`src/rtl/pc_sequencer.sv`:
```
// pc_sequencer
//   Produces the PC that the downstream address latch samples every cycle. The next PC is
//   chosen from sequential increment, relative branch, absolute jump, call (push return
//   address) or return (pop), with stall, halt and resume control. All PC arithmetic wraps
//   modulo 2**PC_W.
//
// Ports
//   clk        in   rising-edge clock
//   rst_n      in   synchronous reset, active-low
//   stall      in   hold PC, ignore all other controls (except halt_req)
//   halt_req   in   enter HALT, PC held
//   resume     in   leave HALT when halt_req is low
//   branch_en  in   PC <= PC + sext(branch_off)
//   branch_off in   signed branch offset, PC_W bits
//   jump_en    in   PC <= tgt_addr
//   call_en    in   push PC+1, PC <= tgt_addr
//   ret_en     in   PC <= popped return address
//   tgt_addr   in   jump/call target
//   PC         out  current program counter
//   pc_valid   out  PC is fetchable (RUN state)
//   halted     out  FSM is in HALT
//   ras_full   out  return stack holds RAS_DEPTH entries
//   ras_empty  out  return stack holds no entries
//   ras_err    out  sticky overflow/underflow flag, cleared only by reset

module pc_sequencer #(
  parameter int unsigned     PC_W      = 5,
  parameter logic [PC_W-1:0] RESET_PC  = '0,
  parameter int unsigned     RAS_DEPTH = 4
) (
  input  logic            clk,
  input  logic            rst_n,
  input  logic            stall,
  input  logic            halt_req,
  input  logic            resume,
  input  logic            branch_en,
  input  logic [PC_W-1:0] branch_off,
  input  logic            jump_en,
  input  logic            call_en,
  input  logic            ret_en,
  input  logic [PC_W-1:0] tgt_addr,
  output logic [PC_W-1:0] PC,
  output logic            pc_valid,
  output logic            halted,
  output logic            ras_full,
  output logic            ras_empty,
  output logic            ras_err
);

  localparam int unsigned PtrW = (RAS_DEPTH > 1) ? $clog2(RAS_DEPTH) : 1;
  localparam int unsigned CntW = PtrW + 1;

  typedef enum logic [1:0] {StBoot, StRun, StHalt} state_e;

  state_e          r_state;
  state_e          w_state_next;
  logic [PC_W-1:0] r_pc;
  logic [PC_W-1:0] w_pc_next;
  logic [PC_W-1:0] w_pc_inc;
  logic [PC_W-1:0] r_ras [RAS_DEPTH];
  logic [CntW-1:0] r_cnt;
  logic            r_err;
  logic            w_full;
  logic            w_empty;
  logic            w_push;
  logic            w_pop;
  logic            w_stk_err;
  logic [PtrW-1:0] w_push_idx;
  logic [PtrW-1:0] w_top_idx;

  assign w_full     = (r_cnt == CntW'(RAS_DEPTH));
  assign w_empty    = (r_cnt == '0);
  assign w_push_idx = r_cnt[PtrW-1:0];
  // When full the low pointer bits are zero, so this wraps to the last slot as intended.
  assign w_top_idx  = w_push_idx - PtrW'(1);
  assign w_pc_inc   = r_pc + PC_W'(1);

  // ---------------------------------------------------------------------------------------
  // FSM state register
  // ---------------------------------------------------------------------------------------
  always_ff @(posedge clk) begin
    if (!rst_n) begin
      r_state <= StBoot;
    end else begin
      r_state <= w_state_next;
    end
  end

  // ---------------------------------------------------------------------------------------
  // Next-state logic
  // ---------------------------------------------------------------------------------------
  always_comb begin
    w_state_next = r_state;
    unique case (r_state)
      StBoot: w_state_next = StRun;
      StRun: begin
        if (halt_req || w_stk_err) begin
          w_state_next = StHalt;
        end
      end
      StHalt: begin
        if (resume && !halt_req) begin
          w_state_next = StRun;
        end
      end
      default: w_state_next = StBoot;
    endcase
  end

  // ---------------------------------------------------------------------------------------
  // Next-PC selection and stack requests; only RUN may move the PC or touch the stack.
  // ---------------------------------------------------------------------------------------
  always_comb begin
    w_pc_next = r_pc;
    w_push    = 1'b0;
    w_pop     = 1'b0;
    w_stk_err = 1'b0;
    if (r_state == StRun) begin
      if (halt_req || stall) begin
        w_pc_next = r_pc;
      end else if (ret_en) begin
        if (!w_empty) begin
          w_pop     = 1'b1;
          w_pc_next = r_ras[w_top_idx];
        end else begin
          w_stk_err = 1'b1;
        end
      end else if (call_en) begin
        if (!w_full) begin
          w_push    = 1'b1;
          w_pc_next = tgt_addr;
        end else begin
          w_stk_err = 1'b1;
        end
      end else if (jump_en) begin
        w_pc_next = tgt_addr;
      end else if (branch_en) begin
        // Same-width add is sign-extension modulo 2**PC_W.
        w_pc_next = r_pc + branch_off;
      end else begin
        w_pc_next = w_pc_inc;
      end
    end
  end

  // ---------------------------------------------------------------------------------------
  // PC and return-address stack registers
  // ---------------------------------------------------------------------------------------
  always_ff @(posedge clk) begin
    if (!rst_n) begin
      r_pc  <= RESET_PC;
      r_cnt <= '0;
      r_err <= 1'b0;
    end else begin
      r_pc <= w_pc_next;
      if (w_push) begin
        r_ras[w_push_idx] <= w_pc_inc;
        r_cnt             <= r_cnt + CntW'(1);
      end else if (w_pop) begin
        r_cnt <= r_cnt - CntW'(1);
      end
      if (w_stk_err) begin
        r_err <= 1'b1;
      end
    end
  end

  // ---------------------------------------------------------------------------------------
  // Outputs, decoded from registers only
  // ---------------------------------------------------------------------------------------
  always_comb begin
    pc_valid = 1'b0;
    halted   = 1'b0;
    unique case (r_state)
      StRun:   pc_valid = 1'b1;
      StHalt:  halted   = 1'b1;
      default: ;
    endcase
  end

  assign PC        = r_pc;
  assign ras_full  = w_full;
  assign ras_empty = w_empty;
  assign ras_err   = r_err;

endmodule

```
`config.mk`:
```
export PLATFORM = sky130hd
export DESIGN_NAME = pc_sequencer
export DESIGN_NICKNAME = d
export VERILOG_FILES = /design/src/rtl/pc_sequencer.sv
export SDC_FILE = /design/constraint.sdc
export NUM_CORES = 1
export LEC_CHECK = 0
export BUFFER_PORTS_ARGS = -buffer_cell sky130_fd_sc_hd__buf_2
export CORE_MARGIN = 2
export CORE_UTILIZATION = 59
export CTS_CLUSTER_DIAMETER = 200
export CTS_CLUSTER_SIZE = 8
export DETAILED_ROUTE_END_ITERATION = 16
export PLACE_DENSITY = 0.87
export SETUP_SLACK_MARGIN = 0.05
export SYNTH_ARGS = -nofsm -noshare
export SYNTH_HDL_FRONTEND = slang
export SYNTH_SLANG_ARGS = --single-unit
```
`constraint.sdc`:
```
create_clock -name clk -period 4.82 [get_ports clk]
set_input_delay 0.723 -clock clk [delete_from_list [all_inputs] [get_ports clk]]
set_output_delay 0.723 -clock clk [all_outputs]
set_load 0.02 [all_outputs]
```
## Word-level counts from Yosys, hierarchy flattened

Memory sizes are Yosys's and may differ from the RTL's.
Index checks and enable logic that the tools add are counted.

| cells by class | value |
|---|---|
| $add $sub $neg | 5 |
| eq/ne operators | 7 |
| mux-type cells | 31 |
| divide/modulo/power cells | 0 |
| order comparisons | 0 |
| $mul | 0 |
| reduce and logical (&&, ||, !) cells | 9 |
| bitwise operators | 1 |
| shift-type cells | 0 |

Operator list:

| operator | number |
|---|---|
| $mux 5 | 6 |
| $mux 1 | 20 |
| $mux 3 | 2 |
| $ne 2x2->1 const B | 3 |
| $pmux 2 s3 | 1 |
| $add 5x1->5 const B | 1 |
| $add 5x5->5 | 1 |
| $mux 2 | 2 |
| $reduce_and 4->1 | 1 |
| $add 3x1->3 const B | 1 |
| $eq 3x3->1 const B | 1 |
| $logic_not 3->1 | 1 |
| $ne 3x3->1 const B | 1 |
| $sub 3x1->3 const B | 1 |
| $eq 2x1->1 const B | 1 |
| $eq 2x2->1 const B | 1 |
| $logic_not 2->1 | 1 |
| $logic_or 1x1->1 | 2 |
| $reduce_and 2->1 | 1 |
| $reduce_bool 2->1 | 1 |
| $sub 2x1->2 const B | 1 |
| $logic_and 1x1->1 | 1 |
| $logic_not 1->1 | 1 |
| $not 1->1 | 1 |

| word-level totals | value |
|---|---|
| logic and storage cells | 58 |
| register bits after elaboration | 11 |
| bits of input ports | 19 |
| RAM bits | 20 |
| memory bits (read-only) | 0 |
| latch bits | 0 |
| memories kept | 1 |

Memory list:

| name | depth | bits a word | rd ports | clocked after Yosys merged registers in | write ports | RTL line | text |
|---|---|---|---|---|---|---|---|
| r_ras | 4 | 5 | 1 | 0 | 1 | 60 | `logic [PC_W-1:0] r_ras [RAS_DEPTH];` |

## Longest topological paths before layout

Gate-level depths: netlist of run 1.

| depth | value |
|---|---|
| depth after elaboration | 9 |
| mapped depth | 10 |
| gate-level depth less buffers | 9 |

## Worst setup path before layout of run 1

No wires, ideal clock.

| timing | value |
|---|---|
| kind | register -> register |
| start point | register r_cnt[0] |
| end point | register r_cnt[2] |
| setup slack | 2567 ps |
| data required time | 4703 ps |
| cell stages (with the launch flop) | 11 |
| arrival time | 2136 ps |
| period minus slack after synthesis | 2253 ps |
| library setup time | 117 ps |
| path buffers | 1 |
| cells stage by stage | dfxtp_1 > buf_2 > inv_1 > ha_1 > nand2_1 > nand3_1 > fa_1 > a21o_1 > a221oi_2 > xnor2_1 > nor2_1 |

| on the way | value |
|---|---|
| longest elaborated chain between the ends | 7 |
| elaborated cells on any way between the ends | 16 |
| those cells by class | add/sub: 2; eq/ne: 1; mux: 11; reduce/logical: 2 |

RTL lines:

| item | RTL line | text |
|---|---|---|
| start: declaration | 61 | `logic [CntW-1:0] r_cnt;` |
| start signal: assignment | 158 | `r_cnt <= r_cnt + CntW'(1);` |
| start signal: assignment | 160 | `r_cnt <= r_cnt - CntW'(1);` |
| $eq 3x3->1 | 71 | `assign w_full = (r_cnt == CntW'(RAS_DEPTH));` |
| $mux 1 | 129 | `if (!w_full) begin` |
| $mux 1 | 128 | `end else if (call_en) begin` |
| $mux 1 | 121 | `end else if (ret_en) begin` |
| $mux 1 | 119 | `if (halt_req \|\| stall) begin` |
| $mux 1 | 118 | `if (r_state == StRun) begin` |
| $mux 3 / $reduce_bool 2->1 (equally long branches) | n/a |  |

Several ways; a longest one is shown, not always the timed one. The select of a mux whose other input is x is not followed.
A chain may end at the register's enable or synchronous reset.

## Worst setup path in the final report of run 1

| timing | value |
|---|---|
| start point | register r_cnt[0] |
| end point | output ras_full |

| on the way | value |
|---|---|
| longest elaborated chain between the ends | 1 |

RTL lines:

| item | RTL line | text |
|---|---|---|
| $eq 3x3->1 | 71 |  |
| end: declaration | 45 | `output logic ras_full,` |

No other way between the ends.

==> out/results.ini, run 1 <==
[timing]
max_slew_margin_pct=64.5
hold_violations=0
finalClockSkew_ns=0.0179
fin_crit_sh_pct=51.8
fin_setup_tns_ns=0
fin_crit_ns=2.50
finalSetupViolations=0
timing.final.ws_setup_ns=2.32
rsz0062_at_grt=no
worst_pin_slew_ns=0.531
finalMaxSlewViolations=0
timing.fmax_mhz=400

[final_layout]
fin_cells=213
mostFrequentLayoutCell=buf_2
layout_common_cells=buf_2 (28), edfxtp_1 (20), nor2_1 (17)
layout.nets=211
area_growth_syn_to_layout_pct=12.3
layout-drive-gt1-share_pct=25.8
final_area_um2=1930
fill_cells=215
antenna_cells=0
multi_input_area_um2=841
layout.area.seq_um2=821

[drt]
drtAntennaViolNets=0
drt_iter0_markers=65
drc=0
wl_per_cell_um=16.0
avgViaCountPerCell=5.81
vias=1238
first_pass_iters=4
wl_um=3420

[min_path]
hold_start=ras_err$_SDFFE_PN0P_
holdCritPathClass=reg -> reg

[yosys]
synth_nets=180
syn_area_um2=1720
ys.flop_type=edfxtp_1
synth_edf_count=20
ys_types=39
ys_warn_count=0
async_flop_share_pct=0
synth_cells=150
seq_area_frac_synth_pct=47.7
avgSynthCellArea_um2=11.5
ys_ff_latch=31

[worst_setup_path]
r2r_start=r_cnt[0]$_SDFFE_PN0P_
cp_slowest_cell=dfxtp_1
crit_type=reg -> out
crit_fanout=10
r2r_slack_ns=2.33
slowest_delay_ns=0.66
critPathRequiredTime_ns=4.10
startpoint=r_cnt[0]$_SDFFE_PN0P_
critPathTopFamily=flip-flops
crit_path_end_kind=primary output
worstSetupStartpointType=register
cp_cell_sequence=inv_1 > ha_1 > nand2_1 > inv_1 > buf_2
crit_top_cell=inv_1
crit_buf_inv=3
crit_arrival_ns=1.78

[clocking]
cts-htree-levels=2
clock-root-buffer=clkbuf_4
cts_sinks=31
postCtsResizedCells=0
cts_tree=done
insertion_delay_ns=0.32
hold_buffers=0
clk_pin_slew_ns=0.11
cts_max_path_buffers=2
cts_buffers=5
post-cts-setup-buffers=0

[floorplanning]
coreArea_um2=2760
fp.dieW_um=58
dieArea_um2=3360
pin_count=29
std_cell_rows=19
die_y_um=58
initial_utilization_pct=62.4

[place]
dpl_cell_area_um2=1870
hpwl_um=2620
pre_cts_ws_ns=2.31
dp_cells=205
gp_congestion=0.837
io_buffers=28

[power]
irDropWorstVdd_uv=233
power-per-cell-area_nw_per_um2=262
power.leakage_nw=0.767

[flow_run]
max_cap_viol_count=0

[global_routing]
grt.total_usage_pct=23.3
grt_overflow=0
grt_pass1_vias=1265
antenna_found_initial=0
grt_pass1_wl_um=5830
grt_max_degree=15

[status]
status=complete, no violations

==> stage by stage <==
step	power (W)	hold slack, ns	util [%]
detailed placement	0.000365	0.466	68.0
global placement	0.000362	0.451	68.0
global route	0.000531	0.539	70.1
finish	0.000506	0.486	70.1
CTS	0.000511	0.492	70.1
floorplan	0.000343	0.539	-
==> logic make-up after synthesis <==
kind of cell / share of synthesized area, %
AO/OA/AOI/OAI: 11.0
multiplexers: 8.29
AND/OR/NAND/NOR: 16.7
adder cells (fa/ha/maj): 8.87
XOR/XNOR: 4.07
flip-flops: 47.7
buffers and inverters: 3.42
==> power breakdown <==
part / switching, W / internal, W
Combinational: 0.0000379 / 0.0000299
Sequential: 0.00000654 / 0.000286
Clock: 0.0000903 / 0.0000556
==> sequential cells by signal (all words and copies together) (netlist names) <==
name and cells:
r_ras 20, r_state 2, PC 5, r_cnt 3, ras_err 1
==> Yosys cell counts (2+ instances only) <==
library cell / number / area (um2)
xor2_1: 2 / 17.5
a211oi_1: 6 / 45.0
mux4_2: 5 / 113
mux2i_1: 3 / 30.0
and2_1: 4 / 25.0
nand2_1: 5 / 18.8
inv_1: 8 / 30.0
nor2_1: 17 / 63.8
dfxtp_1: 11 / 220
buf_2: 2 / 10.0
o21ai_0: 3 / 15.0
nand2b_1: 4 / 25.0
nand3_1: 5 / 25.0
a21oi_1: 9 / 45.0
and3_1: 2 / 12.5
a21oi_2: 2 / 17.5
ha_1: 9 / 113
o21ai_1: 2 / 10.0
nor2b_1: 5 / 31.3
nand3b_1: 2 / 15.0
edfxtp_1: 20 / 601
fa_1: 2 / 40.0
xnor2_1: 6 / 52.6
==> routing by layer <==
layer / vias to the layer above / share of wire [%] / global-route usage [%] / routed length [um]
li1: 608 / - / - / -
met1: 586 / 41 / 29.2 / 1390
met2: 39 / 51 / 39.8 / 1760
met3: 5 / 6.8 / 5.13 / 234
met4: 0 / 1.1 / 8.31 / 37
met5: - / 0 / 0 / 0
==> final timing paths <==
path | to | cells past startpoint
max | ras_full | 5
min | ras_err$_SDFFE_PN0P_ | 2
max reg2reg | r_cnt[2]$_SDFFE_PN0P_ | 9
min reg2reg | ras_err$_SDFFE_PN0P_ | 2
==> tightest hold or removal path, stage by stage (launching register included) <==
cell,delay [ns]
dfxtp_1,0.34
nor2_1,0.05
nor2_1,0.07
==> final cells by class <==
| cell class | count | area share (%) |
|---|---|---|
| Clock buffer | 5 | 1.94 |
| Clock inverter | 3 | 1.04 |
| Inverter | 9 | 1.75 |
| Multi-Input combinational cell | 106 | 43.5 |
| Sequential cell | 31 | 42.5 |
| Tap cell | 31 | 2.01 |
| Timing Repair Buffer | 28 | 7.25 |
(Power assumes the default switching activity.)
==> inputs of run 2 (changes only) <==
- CORE_UTILIZATION: 59 -> 50
- PLACE_DENSITY: 0.87 -> 0.79
- clock period: 4.82 -> 2.2 ns (I/O delays scaled with it)
==> run 2 against run 1 <==
- global-route usage decreased by 3.1 points
- combinational power increased by 140%
- via count increased by 6.1%
- cell area increased by 4.2%
- critical endpoint is now r_cnt[2]$_SDFFE_PN0P_
- highest routed layer unchanged
==> out/results.ini, run 2 (synthesis gave the netlist of run 1 again) <==
[global_routing]
grt_overflow=0
grt_max_degree=14
grt.total_usage_pct=20.1
grt_pass1_wl_um=6110
grt_pass1_vias=1313
antenna_found_initial=0

[power]
power.leakage_nw=0.806
power-per-cell-area_nw_per_um2=553
irDropWorstVdd_uv=361

[floorplanning]
pin_count=29
initial_utilization_pct=52.0
std_cell_rows=21
fp.dieW_um=62.7
die_y_um=62.7
dieArea_um2=3930
coreArea_um2=3310

[timing]
finalClockSkew_ns=0.0110
worst_pin_slew_ns=0.626
fin_crit_sh_pct=90.4
max_slew_margin_pct=58.1
fin_crit_ns=1.99
finalMaxSlewViolations=0
timing.final.ws_setup_ns=0.211
rsz0062_at_grt=no
hold_violations=0
timing.fmax_mhz=503
fin_setup_tns_ns=0
finalSetupViolations=0

[final_layout]
area_growth_syn_to_layout_pct=17.0
reg.largest.list=r_ras x20, PC x5, r_cnt x3
multi_input_area_um2=855
largest_register_ffs=20
layout_common_cells=buf_2 (28), edfxtp_1 (20), nor2_1 (17)
antenna_cells=0
layout-drive-gt1-share_pct=29.1
layout.nets=218
top_register=r_ras
fill_cells=278
mostFrequentLayoutCell=buf_2
layout.area.seq_um2=822

[worst_setup_path]
crit_fanout=5
crit_path_end_kind=register
r2r_start=r_cnt[1]$_SDFFE_PN0P_
worstSetupStartpointType=register
critPathRequiredTime_ns=2.43
crit_arrival_ns=2.22
startpoint=r_cnt[1]$_SDFFE_PN0P_
crit_type=reg -> reg

[clocking]
cts_buffers=5
cts-htree-levels=2
cts_max_path_buffers=2
clk_pin_slew_ns=0.10
cts_sinks=31
cts_tree=done
hold_buffers=0
clock-root-buffer=clkbuf_4
insertion_delay_ns=0.33

[status]
status=complete, no violations

[place]
pre_cts_ws_ns=0.109
gp_congestion=0.820
io_buffers=28
hpwl_um=2710

[drt]
met2_length_um=1820
wl_met1_um=1460
wl_um=3530
met3_length_um=163
drtAntennaViolNets=0
drc=0
avgViaCountPerCell=5.59
wl_per_cell_um=15.0
first_pass_iters=4
drt_iter0_markers=86
vias=1313
top_layer_used=met4

[flow_run]
max_cap_viol_count=0

[min_path]
holdCritPathClass=in -> reg
hold_start=rst_n

## run 2: cell count changes in the layout (fill, tap and decap cells not counted), sizes merged
cell / before / now
clkinvlp: 2 / 1
clkinv: 2 / 3
buf: 28 / 35
## run 2: critical path: stages, from the launching register on
cell and delay (ns):
dfxtp_1 0.35, inv_1 0.07, ha_1 0.21, nand2_2 0.12, nand3_1 0.13, fa_2 0.37
a21o_1 0.17, a221oi_2 0.26, xnor2_1 0.15, nor2_1 0.05
## run 2: per-layer routing
layer | track usage (%) | vias up
met4 | 10.8 | 0
li1 | - | 623
met2 | 33.3 | 48
met1 | 24.9 | 635
met3 | 3.96 | 7
met5 | 0 | -
## run 2: final timing paths
path,slack (ns),cells past startpoint,to
worst max-delay path,0.21,9,r_cnt[2]$_SDFFE_PN0P_
worst min register to register,0.50,2,ras_err$_SDFFE_PN0P_
worst max register to register,0.21,9,r_cnt[2]$_SDFFE_PN0P_
worst min-delay path,0.30,3,PC[3]$_SDFFE_PN0P_
## run 2: repair_timing
item,in CTS,in global routing
buffers inserted,0,0
gates resized for setup,0,3
endpoints found under the setup margin,0,1
## run 2: through the flow
step | hold WS (ns) | std cells | util (%) | instance area, um2 | total power [W]
floorplan | 0.468 | 150 | - | 1730 | 0.000753
global placement | 0.451 | 227 | 58.8 | 1950 | 0.000800
detailed placement | 0.479 | 227 | 58.8 | 1950 | 0.000808
CTS | 0.268 | 235 | 60.4 | 2000 | 0.00113
global route | 0.278 | 235 | 60.8 | 2010 | 0.00117
finish | 0.298 | 235 | 60.8 | 2010 | 0.00111
## run 2: layout make-up
class / count / area share (%)
clock buffer: 5 / 1.86
clock inverter: 3 / 0.746
inverter: 9 / 1.68
multi-input combinational: 106 / 42.4
sequential: 31 / 40.8
tap: 46 / 2.86
timing repair buffer: 35 / 9.57
## run 2: where the power goes
group	total, W	internal [W]	switching (W)
Combinational	0.000162	0.0000728	0.0000897
Sequential	0.000638	0.000626	0.0000120
Clock	0.000314	0.000117	0.000197
Total	0.00111	0.000815	0.000298
